File: src/rtl/m_register_file_pkg.sv
// Datapath constants shared by the register file and the write-back multiplexors.
// Also holds the write-back select encoding that chooses what lands on wd3.
package m_register_file_pkg;

  localparam int DATA_W   = 32;
  localparam int ADDR_W   = 5;
  localparam int WR_CNT_W = 16;

  localparam logic [4:0] REG_ZERO = 5'd0;

  typedef enum logic [1:0] {
    WB_ALU = 2'd0,
    WB_MEM = 2'd1,
    WB_PC4 = 2'd2,
    WB_IMM = 2'd3
  } wb_sel_e;

endpackage

File: src/rtl/m_regfile_read_port.sv
// One combinational register-file read port: x0 masking plus an optional
// same-cycle write-through compare against the active write port.
module m_regfile_read_port #(
  parameter int DATA_W = 32,
  parameter int ADDR_W = 5,
  parameter bit BYPASS = 1'b1
) (
  input  logic [ADDR_W-1:0] addr,
  input  logic [DATA_W-1:0] stored,
  input  logic              wr_en,
  input  logic [ADDR_W-1:0] wr_addr,
  input  logic [DATA_W-1:0] wr_data,
  output logic [DATA_W-1:0] rd
);
  import m_register_file_pkg::*;

  logic hit;

  assign hit = BYPASS && wr_en && (wr_addr == addr);

  // x0 masking is applied last so it overrides any forwarded value.
  always_comb begin
    rd = stored;
    if (hit) begin
      rd = wr_data;
    end
    if (addr == ADDR_W'(REG_ZERO)) begin
      rd = '0;
    end
  end

endmodule

File: src/rtl/m_register_file.sv
// 32 x 32-bit architectural register file: two combinational read ports,
// one synchronous write port, x0 hardwired to zero, committed-write counter.
module m_register_file #(
  parameter int DATA_W = 32,
  parameter int ADDR_W = 5,
  parameter bit BYPASS = 1'b1
) (
  input  logic              clk,
  input  logic              reset_n,
  input  logic              we3,
  input  logic [ADDR_W-1:0] a1,
  input  logic [ADDR_W-1:0] a2,
  input  logic [ADDR_W-1:0] a3,
  input  logic [DATA_W-1:0] wd3,
  output logic [DATA_W-1:0] rd1,
  output logic [DATA_W-1:0] rd2,
  output logic [15:0]       wr_count
);
  import m_register_file_pkg::*;

  localparam int DEPTH = 1 << ADDR_W;

  logic [DATA_W-1:0] regs [DEPTH];
  logic              wr_fire;
  logic              wr_live;

  // A write to x0 is discarded outright and never counted.
  assign wr_fire = we3 && (a3 != ADDR_W'(REG_ZERO));
  // Forwarding is suppressed while reset is held so reads stay at zero.
  assign wr_live = wr_fire && reset_n;

  always_ff @(posedge clk or negedge reset_n) begin
    if (!reset_n) begin
      for (int i = 0; i < DEPTH; i++) begin
        regs[i] <= '0;
      end
      wr_count <= '0;
    end else if (wr_fire) begin
      regs[a3] <= wd3;
      wr_count <= wr_count + 16'd1;
    end
  end

  m_regfile_read_port #(
    .DATA_W (DATA_W),
    .ADDR_W (ADDR_W),
    .BYPASS (BYPASS)
  ) u_rp1 (
    .addr    (a1),
    .stored  (regs[a1]),
    .wr_en   (wr_live),
    .wr_addr (a3),
    .wr_data (wd3),
    .rd      (rd1)
  );

  m_regfile_read_port #(
    .DATA_W (DATA_W),
    .ADDR_W (ADDR_W),
    .BYPASS (BYPASS)
  ) u_rp2 (
    .addr    (a2),
    .stored  (regs[a2]),
    .wr_en   (wr_live),
    .wr_addr (a3),
    .wr_data (wd3),
    .rd      (rd2)
  );

endmodule
File: config.mk
export PLATFORM = sky130hd
export DESIGN_NAME = m_register_file
export DESIGN_NICKNAME = d
export VERILOG_FILES = /design/src/rtl/m_register_file_pkg.sv /design/src/rtl/m_regfile_read_port.sv /design/src/rtl/m_register_file.sv
export SDC_FILE = /design/constraint.sdc
export NUM_CORES = 2
export LEC_CHECK = 0
export CORE_UTILIZATION = 35
export DETAILED_ROUTE_END_ITERATION = 7
export HOLD_SLACK_MARGIN = 0.08
export PLACE_DENSITY_LB_ADDON = 0.15
export SYNTH_ARGS = -nofsm -noshare
export SYNTH_HDL_FRONTEND = slang
export SYNTH_SLANG_ARGS = --single-unit
File: constraint.sdc
create_clock -name clk -period 3.17 [get_ports clk]
set_input_delay 0.634 -clock clk [delete_from_list [all_inputs] [get_ports clk]]
set_output_delay 0.634 -clock clk [all_outputs]
set_load 0.02 [all_outputs]
# [Word-level counts from Yosys, hierarchy flattened]
# Index checks and enable logic that the tools add are counted.
[op_classes] addsub=1 order_cmp=4 eq_ne=2 n_mux=13 bitwise=3 n_reduce_logical=8
[ops] cell="$bwmux 1024" count=1
[ops] cell="$bmux 32 s5" count=2
[ops] cell="$mux 32" count=9
[ops] cell="$demux 32 s5" count=1
[ops] cell="$ge 6x6->1 const B" count=3
[ops] cell="$not 5->6" count=3
[ops] cell="$add 16x1->16 const B" count=1
[ops] cell="$eq 5x5->1" count=2
[ops] cell="$logic_not 5->1" count=2
[ops] cell="$lt 6x1->1 const B" count=1
[ops] cell="$logic_and 1x1->1" count=5
[ops] cell="$reduce_bool 5->1" count=1
[word_totals] regBits=1040 in_bits=50 out_inout_bits=80 elab_cells=64

# [Depth between registers and ports, before layout]
[logic_depth] depth_word=6 mapped_depth=10 mapped_depth_nobuf=5

# [Modules after synthesis]
# From an unflattened synthesis, not the netlist that was laid out.
[unflattened] hier_cells=4905 area_unflattened_um2=57757.9
[by_module_without_submodules] mod="m_register_file" instances=1 cells_each=4659 area_per_inst_um2=56476.7 seq_area_each_um2=26025.0
[by_module_without_submodules] mod="m_regfile_read_port" instances=2 cells_each=123 area_per_inst_um2=640.6 seq_area_each_um2=0.0

# [Worst setup path before layout]
# No wires, ideal clock.
[synth_timing] kind="input to output" start="in a3[2]" end="out rd1[11]" t_arrival_ns=2.442 slack_ns=0.094 path_stages=7 n_path_buf=2 path_cell_list="or3_1 > o31a_1 > buf_2 > nand4_1 > clkbuf_1 > nor2_1 > a211oi_1"
[synth_via] elab_chain_cells=6
[synth_rtl] item="start: declaration" line_no="m_register_file.sv:13" source="input logic [ADDR_W-1:0] a3,"
[synth_rtl] item="$reduce_bool 5->1" line_no="m_register_file.sv:28" source="assign wr_fire = we3 && (a3 != ADDR_W'(REG_ZERO));"
[synth_rtl] item="$logic_and 1x1->1" line_no="m_register_file.sv:28"
[synth_rtl] item="$logic_and 1x1->1" line_no="m_register_file.sv:30" source="assign wr_live = wr_fire && reset_n;"
[synth_rtl] item="$logic_and 1x1->1 *" line_no="m_regfile_read_port.sv:19" source="assign hit = BYPASS && wr_en && (wr_addr == addr);"
[synth_rtl] item="$mux 32 *" line_no="m_regfile_read_port.sv:24" source="if (hit) begin"
[synth_rtl] item="$mux 32 *" line_no="m_regfile_read_port.sv:27" source="if (addr == ADDR_W'(REG_ZERO)) begin"
[synth_rtl] item="end: declaration" line_no="m_register_file.sv:15" source="output logic [DATA_W-1:0] rd1,"
# Mark *: on every way between the ends. The rest lies on a longest branch, timed or not.

# [Worst setup path in the final report]
[layout_timing] start="in a3[4]" end="out rd1[15]"
# Same word-level chain as after synthesis.

==> insert_results.sql <==
INSERT INTO impl_metrics (metric_group, metric, value, unit) VALUES
('logic_synthesis', 'async_flop_share', '1.000', ''),
('logic_synthesis', 'post_synth_most_frequent_cells', '1106 x sky130_fd_sc_hd__mux2_2, 1040 x sky130_fd_sc_hd__dfrtp_1, 379 x sky130_fd_sc_hd__mux4_2', ''),
('sta', 'drv_slew', '0', ''),
('clock_network', 'clock_sink_count', '1040', ''),
('grt', 'grt.overflow.total', '0', ''),
('worst_setup_path', 'timing_worst_setup_path_type', 'primary input to primary output', ''),
('sta', 'unrepaired_setup_endpoints_after_global_routing', 'yes', ''),
('place', 'place_area', '0.06408', 'mm2'),
('worst_setup_path', 'worst_setup_path_end_kind', 'primary output', ''),
('clock_network', 'cts_tree', 'yes', ''),
('clock_network', 'cts_buffers', '120', ''),
('worst_setup_path', 'critical_path_peak_fanout', '6', ''),
('clock_network', 'cts_max_path_buffers', '3', ''),
('clock_network', 'h_tree_lvls', '3', ''),
('grt', 'gr-usage-all-layers', '0.2724', ''),
('worst_setup_path', 'regToRegStartpoint', 'wr_count[2]$_DFFE_PN0P_', ''),
('power', 'totalPowerFinal', '41960', 'uW'),
('grt', 'grt_max_degree', '158', ''),
('cells_and_area', 'area_occupied_by_multi_input_gates', '0.03058', 'mm2'),
('clock_network', 'clk_latency', '0.74', 'ns'),
('power', 'power.share.switching', '0.2892', ''),
('sta', 'period_utilization', '1.067', ''),
('sta', 'timing.hold.ws', '0.3987', 'ns'),
('logic_synthesis', 'yosysMostFrequentCell', 'sky130_fd_sc_hd__mux2_2', ''),
('power', 'leakagePower', '0.03177', 'uW'),
('logic_synthesis', 'synth_cell_type_count', '55', ''),
('sta', 'maxSlewHeadroom', '0.2656', ''),
('sta', 'finalWorstPathRequiredPeriod', '3.383', 'ns'),
('detailed_routing', 'wl_per_cell', '32.98', 'um'),
('worst_setup_path', 'timing.critical_path.slowest_cell_delay', '0.37', 'ns'),
('power', 'power.net_switching', '12130', 'uW'),
('worst_setup_path', 'r2r_setup_slack', '1.63', 'ns'),
('cells_and_area', 'areaGrowthSynthToFinish', '30.49', '%'),
('detailed_routing', 'remaining_drc_errors', '0', ''),
('logic_synthesis', 'count_of_flip_flops_with_a_built_in_enable_after_synthesis', '0', ''),
('sta', 'highest_clock_rate', '0.2956', 'GHz'),
('clock_network', 'cts-root-buf', 'sky130_fd_sc_hd__clkbuf_16', ''),
('floorplan', 'io_pins', '130', ''),
('run_status', 'run_status', 'finished, violations left', ''),
('power', 'cell_area_power_density', '573.9', 'mW/mm2'),
('sta', 'tightest_slew', '1.102', 'ns'),
('floorplan', 'fp.dieH', '402.1', 'um'),
('logic_synthesis', 'mappedNetlistNets', '4044', ''),
('run_status', 'violations', 'negative setup slack', ''),
('worst_setup_path', 'timing.critical_path.max_delay_family', 'buffers and inverters', ''),
('logic_synthesis', 'ys.flop_type', 'sky130_fd_sc_hd__dfrtp_1', ''),
('logic_synthesis', 'synth.ff_latch_count', '1040', ''),
('worst_setup_path', 'cp.arrival', '2.75', 'ns'),
('worst_setup_path', 'cp-startpoint', 'a3[4]', ''),
('logic_synthesis', 'mean_cell_area_of_the_mapped_netlist', '14.03', 'um2'),
('detailed_routing', 'drtPass1Iterations', '8', ''),
('sta', 'report.final.hold_viol_count', '0', ''),
('power', 'p_seq_frac', '0.421', ''),
('logic_synthesis', 'netlist.top_cell.by_area', 'sky130_fd_sc_hd__dfrtp_1', ''),
('power', 'comb_power_share', '0.246', ''),
('worst_setup_path', 'timing.critical_path.from_type', 'primary input', ''),
('grt', 'vias_in_the_first_global_route', '40930', ''),
('worst_setup_path', 'timing.critical_path.buf_inv', '7', ''),
('sta', 'setup_slack', '-0.2128', 'ns'),
('sta', 'report.final.setup_viol', '60', ''),
('worst_setup_path', 'required', '2.54', 'ns'),
('flow_run', 'maxCapViolations', '0', ''),
('worst_hold_path', 'min_path_type', 'register to register', ''),
('cells_and_area', 'drive_above_1_share', '0.6130', ''),
('logic_synthesis', 'syn_inst', '3993', ''),
('grt', 'antenna_found_initial', '3', ''),
('detailed_routing', 'residual_antenna_violating_net_count_after_detailed_routing', '0', ''),
('worst_setup_path', 'path_depth', '12', ''),
('logic_synthesis', 'synth.area.top_cells', 'sky130_fd_sc_hd__dfrtp_1 46%, sky130_fd_sc_hd__mux2_2 22%, sky130_fd_sc_hd__mux4_2 15%', ''),
('power', 'clock_power_share', '0.333', ''),
('cells_and_area', 'finalNonFillerCells', '6703', '');
-- kinds of logic (layout without fill, tap and decap cells) --
group | count (synthesis) | count (layout) | synth area share
compound gates | 413 | 413 | 0.04984
xor+xnor | 25 | 25 | 0.003908
fa+ha+maj | 1 | 1 | 0.0002233
buf+inv | 456 | 1093 | 0.03845
flops | 1040 | 1040 | 0.4645
mux | 1689 | 1689 | 0.4111
other cells | 0 | 1 | 0
simple gates | 369 | 369 | 0.03202
-- power groups by stage --
stage	registers, uW	clock network (uW)	logic (uW)
after detailed placement	17800	0	9090
after CTS	17600	14200	9970
after global placement	17700	0	8980
after floorplan	17200	0	6150
final	17700	14000	10300
after global routing	18000	14800	10900
-- worst register-to-register path: cells and delay by family, from the launching register on --
| family | cells | cell delay [ns] |
|---|---|---|
| and+or+nand+nor | 3 | 0.61 |
| DFF | 1 | 0.42 |
| AOI/OAI and AO/OA | 1 | 0.27 |
| xor gates and xnor gates | 1 | 0.16 |
-- final cells by class --
cell class | instances | area share
antenna | 1 | 0.00003423
multi-input combinational | 2497 | 0.4182
clock buffer | 181 | 0.04805
inverter | 6 | 0.0003080
tap | 2072 | 0.03546
timing repair buffer | 867 | 0.1368
clock inverter | 39 | 0.005117
sequential | 1040 | 0.3560
-- worst min path at each step --
stage                                 startpoint                endpoint  cells after the start
after floorplan                          reset_n     regs[0]$_DFFE_PN0P_                      0
after global placement     regs[997]$_DFFE_PN0P_   regs[997]$_DFFE_PN0P_                      0
after detailed placement  regs[1014]$_DFFE_PN0P_  regs[1014]$_DFFE_PN0P_                      0
after CTS                 regs[1014]$_DFFE_PN0P_  regs[1014]$_DFFE_PN0P_                      0
after global routing       regs[999]$_DFFE_PN0P_   regs[999]$_DFFE_PN0P_                      0
final                     regs[1014]$_DFFE_PN0P_  regs[1014]$_DFFE_PN0P_                      0
-- metrics by stage --
stage | setup TNS, ns | setup slack [ns]
3_5_place_dp | -47.61 | -1.050
4_1_cts | -6.651 | -0.3067
6_report | -5.579 | -0.2128
3_3_place_gp | -48.01 | -1.087
5_1_grt | -8.259 | -0.2643
2_1_floorplan | 0 | 0.09442
-- cell usage in the layout (no fill, tap or decap), types with 42 or more instances in the layout --
cell,n
sky130_fd_sc_hd__a21oi_1,42
sky130_fd_sc_hd__mux2_2,1082
sky130_fd_sc_hd__mux4_2,379
sky130_fd_sc_hd__dfrtp_1,1040
sky130_fd_sc_hd__nor2_1,113
sky130_fd_sc_hd__buf_6,114
sky130_fd_sc_hd__clkdlybuf4s50_1,48
sky130_fd_sc_hd__clkbuf_16,125
sky130_fd_sc_hd__buf_4,461
sky130_fd_sc_hd__buf_12,171
sky130_fd_sc_hd__mux2i_1,188
-- flip-flops by register name, indices dropped and copies added, names as in the netlist --
signal,cells
wr_count,16
regs,1024
-- routing by layer --
layer  track usage  up-vias  share of wire
met3       0.05262      284          0.071
met5             0        -       0.000059
met2        0.4086     1403           0.44
met4       0.07453        2          0.027
li1              -    16410              -
met1        0.4000    21990           0.46
-- repair_timing --
| item | 4_1_cts | 5_1_grt |
|---|---|---|
| endpoints found under the setup margin | 64 | 64 |
| hold buffers | 2 | 0 |
| hold endpoints to repair | 41 | 0 |
| buffers inserted | 144 | 60 |
| pin swaps | 148 | 102 |
| resized for setup | 693 | 235 |
| gates cloned | 13 | 4 |
Note: power is estimated with default switching activity, not from simulation.
